<file path="src/rtl/lightpipe_pkg.sv">
// lightpipe_pkg: shared frame geometry, scheduler state and word slicing for the lightpipe blocks
package lightpipe_pkg;
   localparam int LP_NCH    = 8;
   localparam int LP_WIDTH  = 24;
   localparam int LP_USER_W = 4;
   typedef enum logic {COLLECT = 1'b0, FULL = 1'b1} state_t;
   function automatic int word_slice(input int i);
      return i * LP_WIDTH;
   endfunction
endpackage

</file>
<file path="src/rtl/lp_edge_sync.sv">
// lp_edge_sync: three-flop synchronizer with rising-edge detect for a slow asynchronous clock
module lp_edge_sync (
   input  logic mclk,
   input  logic rst,
   input  logic d_async,
   output logic rise
);
   logic [2:0] ws_q;
   // ws_q[0..2] are ws1..ws3; the edge is taken between the two settled stages
   always_ff @(posedge mclk) ws_q <= rst ? 3'b000 : {ws_q[1:0], d_async};
   assign rise = ws_q[1] & ~ws_q[2];
endmodule

</file>
<file path="src/rtl/lightpipe_frame_sched.sv">
// lightpipe_frame_sched: stages per-channel samples and hands complete frames to the framer on each wordclock rise
module lightpipe_frame_sched
   import lightpipe_pkg::*;
#(
   parameter int NCH           = LP_NCH,
   parameter int WIDTH         = LP_WIDTH,
   parameter bit UNDERRUN_MUTE = 1'b1
) (
   input  logic                 mclk,
   input  logic                 rst,
   input  logic                 wordclock,
   input  logic                 s_valid,
   output logic                 s_ready,
   input  logic [2:0]           s_chan,
   input  logic [WIDTH-1:0]     s_data,
   input  logic [LP_USER_W-1:0] user_in,
   output logic [NCH*WIDTH-1:0] out_words,
   output logic [LP_USER_W-1:0] out_user,
   output logic                 frame_strobe,
   output logic [15:0]          underrun_cnt,
   output logic                 seq_err,
   input  logic                 clr_status
);
   logic                 rise, acc, hit, done, underrun;
   state_t               state_q, state_d;
   logic [2:0]           idx_q, idx_d;
   logic [NCH*WIDTH-1:0] stage_q, stage_d, words_q, words_d;
   logic [LP_USER_W-1:0] user_q, user_d;
   logic                 strobe_q, err_q, err_d;
   logic [15:0]          underrun_cnt_q, underrun_cnt_d;

   lp_edge_sync u_sync (.mclk(mclk), .rst(rst), .d_async(wordclock), .rise(rise));

   assign s_ready  = state_q == COLLECT;
   assign acc      = s_valid & s_ready;
   assign hit      = s_chan == idx_q;
   assign done     = acc & hit & (idx_q == 3'(NCH - 1));
   assign underrun = rise & (state_q == COLLECT) & ~done;

   // in-order or channel-0 resync samples land at their own channel slot; others are dropped
   always_comb begin
      stage_d = stage_q;
      if (acc && (hit || s_chan == 3'd0)) stage_d[word_slice(int'(s_chan)) +: WIDTH] = s_data;
   end

   // next-state: index, fill state, frame outputs and status; a frame completing on the edge is bypassed straight out
   always_comb begin
      idx_d          = !acc ? idx_q : hit ? (done ? 3'd0 : idx_q + 3'd1) : (s_chan == 3'd0 ? 3'd1 : 3'd0);
      state_d        = (state_q == FULL && rise) ? COLLECT : (done && !rise) ? FULL : state_q;
      user_d         = rise ? user_in : user_q;
      words_d        = !rise ? words_q : !underrun ? stage_d : UNDERRUN_MUTE ? '0 : words_q;
      underrun_cnt_d = clr_status ? 16'd0 : (underrun && underrun_cnt_q != 16'hFFFF) ? underrun_cnt_q + 16'd1 : underrun_cnt_q;
      err_d          = clr_status ? 1'b0 : err_q | (acc & ~hit);
   end

   // registered scheduler state and framer-facing outputs
   always_ff @(posedge mclk) begin
      if (rst) begin
         state_q        <= COLLECT;
         idx_q          <= 3'd0;
         stage_q        <= '0;
         words_q        <= '0;
         user_q         <= '0;
         strobe_q       <= 1'b0;
         underrun_cnt_q <= 16'd0;
         err_q          <= 1'b0;
      end else begin
         state_q        <= state_d;
         idx_q          <= idx_d;
         stage_q        <= stage_d;
         words_q        <= words_d;
         user_q         <= user_d;
         strobe_q       <= rise;
         underrun_cnt_q <= underrun_cnt_d;
         err_q          <= err_d;
      end
   end

   assign out_words    = words_q;
   assign out_user     = user_q;
   assign frame_strobe = strobe_q;
   assign underrun_cnt = underrun_cnt_q;
   assign seq_err      = err_q;
endmodule
</file>
<file path="config.mk">
export PLATFORM = sky130hd
export DESIGN_NAME = lightpipe_frame_sched
export DESIGN_NICKNAME = d
export VERILOG_FILES = /design/src/rtl/lightpipe_pkg.sv /design/src/rtl/lp_edge_sync.sv /design/src/rtl/lightpipe_frame_sched.sv
export SDC_FILE = /design/constraint.sdc
export NUM_CORES = 1
export LEC_CHECK = 0
export CAP_MARGIN = 0
export CORE_MARGIN = 8
export CORE_UTILIZATION = 54
export CTS_CLUSTER_DIAMETER = 100
export DETAILED_ROUTE_END_ITERATION = 16
export GPL_TIMING_DRIVEN = 0
export PLACE_DENSITY = 0.8
export SYNTH_ARGS = -nofsm -noshare
export SYNTH_HDL_FRONTEND = slang
export SYNTH_SLANG_ARGS = --single-unit
</file>
<file path="constraint.sdc">
create_clock -name mclk -period 12.2 [get_ports mclk]
set_input_delay 2.44 -clock mclk [delete_from_list [all_inputs] [get_ports mclk]]
set_output_delay 2.44 -clock mclk [all_outputs]
set_load 0.01 [all_outputs]
</file>
; ---- After elaboration in Yosys (flattened, before gate mapping)
; Cells that the tools add are included.
; Widths: inputs -> output; s select.
[word_totals]
out_inout_bits = 215
elab_cells = 45
inputBits = 36
mem_bits_ro = 0
ramBits = 0
register_bits = 413
latchBits = 0
n_memories = 0
[classes]
addsub = 3
multipliers = 1
reduce_logical = 9
div = 0
eq_ne = 3
muxes = 6
shifts = 2
bitwise = 12
n_lt_le_gt_ge = 0
[op_table]
columns = operator, n
row1 = $mux 192, 2
row2 = $bwmux 192, 1
row3 = $shift 24x33->192 const A, 1
row4 = $shiftx 24x33->192, 1
row5 = $neg 8->33, 1
row6 = $add 16x1->16 const B, 1
row7 = $ne 16x16->1 const B, 1
row8 = $and 1x1->1, 7
row9 = $mux 3, 2
row10 = $mul 3x2->5 const B, 1
row11 = $logic_and 1x1->1, 4
row12 = $not 1->1, 4
row13 = $reduce_or 2->1, 2
row14 = $add 3x1->3 const B, 1
row15 = $eq 3x3->1, 1
row16 = $eq 3x3->1 const B, 1
row17 = $logic_not 3->1, 1
row18 = $logic_not 1->1, 1
row19 = $logic_or 1x1->1, 1
row20 = $mux 1, 1
row21 = $or 1x1->1, 1

; ---- Longest topological paths before layout
[depth]
ltp_word = 7
mapped_depth = 16
mapped_depth_nobuf = 12

; ---- By module
; Synthesis repeated with hierarchy kept, for this count alone.
[unflattened]
cells_unflattened = 1790
hier_area_um2 = 16417.0
[by_module_without_submodules]
columns = module, n_inst, area_per_inst_um2, cells_per_inst
row1 = lightpipe_frame_sched, 1, 16329.4, 1783
row2 = lp_edge_sync, 1, 87.6, 7

; ---- Least setup slack after synthesis
; No wires, ideal clock.
[synth_timing]
kind = input -> register
start = input s_chan[0]
end = register words_q[16], in the netlist out_words[16]
n_path_buf = 1
required_ps = 12077
setup_time_ps = 123
slack_ps = 6310
t_arrival_ps = 5767
stages = 13
cell_sequence = ha_1 -> inv_1 -> fa_1 -> xnor2_2 -> clkbuf_1 -> nor2_1 -> ha_1 -> or3_1 -> nor4_4 -> nand2_1 -> a21oi_4 -> mux2i_1 -> o21ai_1
[synth_between]
elab_chain_len = 6
elab_cells_between_ends = 15
classes_between = add/sub: 1 / mul: 1 / eq/ne: 1 / shift: 2 / mux: 3 / bitwise: 4 / reduce/logical: 3
[synth_rtl]
columns = item, line
row1 = from (decl), lightpipe_frame_sched.sv:14  ; input logic [2:0] s_chan,
row2 = $mul 3x2->5 / $eq 3x3->1 (equally long branches), "lightpipe_pkg.sv:8, lightpipe_frame_sched.sv:36"
row3 = $neg 8->33 / $and 1x1->1 (equally long branches), "lightpipe_frame_sched.sv:43, lightpipe_frame_sched.sv:37"
row4 = "$shiftx 24x33->192, or another cell as far along", lightpipe_frame_sched.sv:43  ; if (acc && (hit || s_chan == 3'd0)) stage_d[word_slice(int'(s_chan)) +: WIDTH] = s_data;
row5 = $bwmux 192 / $not 1->1 (equally long branches), "lightpipe_frame_sched.sv:43, lightpipe_frame_sched.sv:38"
row6 = $mux 192 / $and 1x1->1 (equally long branches), "lightpipe_frame_sched.sv:43, lightpipe_frame_sched.sv:38"
row7 = $mux 192 *, lightpipe_frame_sched.sv:51  ; words_d = !rise ? words_q : !underrun ? stage_d : UNDERRUN_MUTE ? '0 : words_q;
row8 = to (signal assigned), lightpipe_frame_sched.sv:71  ; words_q <= words_d;
row9 = to (decl), lightpipe_frame_sched.sv:27  ; logic [NCH*WIDTH-1:0] stage_q, stage_d, words_q, words_d;
; Every way passes the cells marked *; elsewhere a longest branch is shown, timed or not.
; A chain may end at the register's enable or synchronous reset.

; ---- Worst setup path in the final report
[layout_timing]
start = input s_chan[2]
end = register words_q[20], in the netlist out_words[20]
; The elaborated chain is that of the path after synthesis.

==> impl_metrics.py <==
metrics = {
    "status": {
        "outcome": "complete, no violations",
    },
    "min_path": {
        "hold_path_class": "reg2reg",
    },
    "worst_setup_path": {
        "cp.depth": 13,
        "rrSetupSlack_ns": 8.91,
        "crit_buf_inv": 3,
        "cp_max_fo": 10,
        "cp_slowest_stage_delay_ns": 0.71,
        "crit_chain": "clkdlybuf4s50_1, inv_1, fa_1, xnor2_2, clkbuf_1, nor2_1, ha_1, or3_1, nor4_4, nand2_1, a21oi_4, mux2i_1, o21ai_1",
        "ff2ff_path_depth": 9,
        "worstSetupPathType": "in2reg",
        "slowest_stage": "clkdlybuf4s50_1",
        "r2r-start": "idx_q[0]$_SDFFE_PP0P_",
        "crit_family": "buffers and inverters",
        "cp-start-kind": "input pin",
        "crit_start": "s_chan[2]",
        "cp.arrival_ns": 7.38,
        "r2r-end": "out_words[70]$_SDFFE_PP0P_",
        "crit_path_end": "out_words[20]$_SDFFE_PP0P_",
        "required_ns": 12.62,
        "end_kind": "register",
    },
    "floorplan": {
        "die_area_sq_um": 36500,
        "die_x_microns": 191,
        "io_pins": 251,
        "core-area_sq_um": 30400,
        "die_h_microns": 191,
        "num_rows": 64,
        "start_util": 0.544,
    },
    "global_routing": {
        "overflow": 0,
        "grt_max_degree": 16,
        "antenna_found_initial": 0,
        "grt_pass1_wl_microns": 84900,
        "track_usage": 0.298,
        "grt_pass1_vias": 14511,
    },
    "final_layout": {
        "synthToLayoutAreaGrowth_pct": 26.6,
        "diodes": 0,
        "final_common_cell": "dfxtp_1",
        "nNetsFinal": 2165,
        "drive_above_1_share": 0.0683,
        "mostFrequentLayoutCells": "413 x dfxtp_1, 267 x nor2_1, 251 x nand2_1",
        "utilization": 0.689,
    },
    "logic_synthesis": {
        "yosysSeqAreaShare": 0.499,
        "synth-async-reset-ratio": 0,
        "synth_area_sq_um": 16600,
        "synth_area_per_cell_sq_um": 9.06,
        "synth.distinct_cells": 81,
        "synth_edf_count": 0,
        "ys_ff_latch": 413,
        "ys.warnings.count": 0,
        "synth_fp_nets": 1875,
        "ys.flop_type": "dfxtp_1",
        "synth_cells": 1828,
    },
    "routing": {
        "routedWlPerCell_microns": 22.1,
        "wl_microns": 56200,
        "firstDrtPassIters": 5,
        "drc": 0,
        "drtAntennaViolNets": 0,
        "drtIter0Drc": 1213,
        "via_count": 14666,
        "post_drt_via_cell_ratio": 5.76,
    },
    "timing": {
        "grt_setup_unrepaired": "false",
        "setup_viol": 0,
        "finalHoldViolCount": 0,
        "max_freq_ghz": 0.144,
        "slew_viol_final": 0,
        "fin_skew_ns": 0.0185,
        "min_period_ns": 6.97,
        "post-route-period-util": 0.571,
        "fin_tns_setup_ns": 0,
        "slew_headroom": 0.0481,
        "worst_pin_slew_ns": 1.41,
    },
    "clock_network": {
        "worstSkewPairLatency_ns": 0.54,
        "htree_levels": 2,
        "clk_pin_slew_ns": 0.07,
        "clockBufferDepth": 3,
        "clock_sinks": 413,
        "cts_hold_buf": 0,
        "numCtsBuffers": 41,
        "root_buffer": "clkbuf_16",
        "cts_resized": 0,
        "cts_tree": "done",
        "postCtsSetupBuffers": 0,
    },
    "power": {
        "max-vdd-ir-drop_uv": 109,
        "power_density_nw_per_um2": 143,
        "p_leak_nw": 7.79,
        "total_power_mw": 3.00,
    },
    "flow_run": {
        "cap_violations": 0,
    },
    "place": {
        "hpwl_microns": 42200,
        "portBuffers": 247,
        "gp_congestion": 0.995,
    },
}
==> cell type report <==
class                   count  area (sq um)
well taps                 396           495
clock inverters            20           270
plain buffers             132           568
repair buffers            247          2470
multi-input cells        1268          7670
clock buffers              56          1170
inverters                  15          56.3
fillers                  2388          9460
flip-flops and latches    413          8270
==> worst reg2reg max path: stages, from the launching register on <==
cell and delay, ns:
dfxtp_1 0.35, ha_1 0.22, ha_1 0.21, and2_1 0.16, a41oi_1 0.57, nand2b_1 0.23, buf_2 0.38, buf_2 0.44
clkbuf_1 0.46, o21ai_0 0.13
==> worst min path at each step <==
| stage | from | depth (start not counted) | slack, ns | end |
|---|---|---|---|---|
| 2_1_floorplan | u_sync.ws_q[0]$_SDFF_PP0_ | 1 | 0.41 | u_sync.ws_q[1]$_SDFF_PP0_ |
| 3_3_place_gp | u_sync.ws_q[0]$_SDFF_PP0_ | 1 | 0.42 | u_sync.ws_q[1]$_SDFF_PP0_ |
| 3_5_place_dp | u_sync.ws_q[0]$_SDFF_PP0_ | 1 | 0.43 | u_sync.ws_q[1]$_SDFF_PP0_ |
| 4_1_cts | u_sync.ws_q[0]$_SDFF_PP0_ | 1 | 0.45 | u_sync.ws_q[1]$_SDFF_PP0_ |
| 5_1_grt | out_words[164]$_SDFFE_PP0P_ | 2 | 0.46 | out_words[164]$_SDFFE_PP0P_ |
| 6_report | u_sync.ws_q[0]$_SDFF_PP0_ | 1 | 0.44 | u_sync.ws_q[1]$_SDFF_PP0_ |
==> routing by layer <==
metal	wire length [microns]	track usage	share of wire	vias to the layer above
li1	-	-	-	6869
met2	26400	0.502	0.47	657
met4	2490	0.133	0.044	0
met3	4550	0.0524	0.081	138
met5	0	0	0	-
met1	22700	0.368	0.40	7002
==> synthesized netlist by cell type (6+ instances only) <==
master     count  area [sq um]
mux2i_1      198          1980
dfxtp_1      413          8270
nand4_1        9          56.3
xnor2_1       11          96.3
inv_1         13          48.8
a22o_1        17           149
a22oi_1        9          67.6
clkbuf_1      97           364
buf_2         21           105
nor2b_1        7          43.8
nor2_1       267          1000
nand2b_1      11          68.8
a31oi_1       12          75.1
nand2_1      251           942
a21oi_1       22           110
o21ai_0      124           621
nand3_1       34           170
a221o_1        7          70.1
o21ai_1      108           541
nor3b_1        9          67.6
a32oi_1        8          70.1
a21o_1         6          45.0
o2bb2ai_1      9          78.8
buf_4          6          45.0
xor2_1        10          87.6
and3_1        18           113
mux2_2        14           158
nor3_1        14          70.1
ha_1          10           125
==> cell families after synthesis <==
| logic type | synth area share |
|---|---|
| AOI/OAI and AO/OA | 0.133 |
| muxes | 0.129 |
| DFF | 0.499 |
| xor gates and xnor gates | 0.0141 |
| and+or+nand+nor | 0.179 |
| buffers and inverters | 0.0377 |
| adders and majority gates | 0.00876 |
==> where the power goes <==
group / internal (mW) / switching (mW)
Combinational: 0.0883 / 0.233
Sequential: 1.35 / 0.00181
Clock: 0.789 / 0.540
Total: 2.23 / 0.775
==> state kept, by name, indices dropped and copies added (netlist names) <==
name	flops
frame_strobe	1
idx_q	3
out_user	4
out_words	192
seq_err	1
stage_q	192
state_q	1
u_sync.ws_q	3
underrun_cnt	16
==> through the flow <==
step	worst slack, ns	cells	area [sq um]	hold WS [ns]
6_report	5.23	2547	21000	0.438
5_1_grt	5.02	2547	21000	0.461
4_1_cts	5.34	2547	21000	0.445
3_5_place_dp	4.81	2471	19500	0.429
3_3_place_gp	4.78	2471	19500	0.421
2_1_floorplan	6.31	1828	16600	0.414
Power figures use the tool's default switching activity.
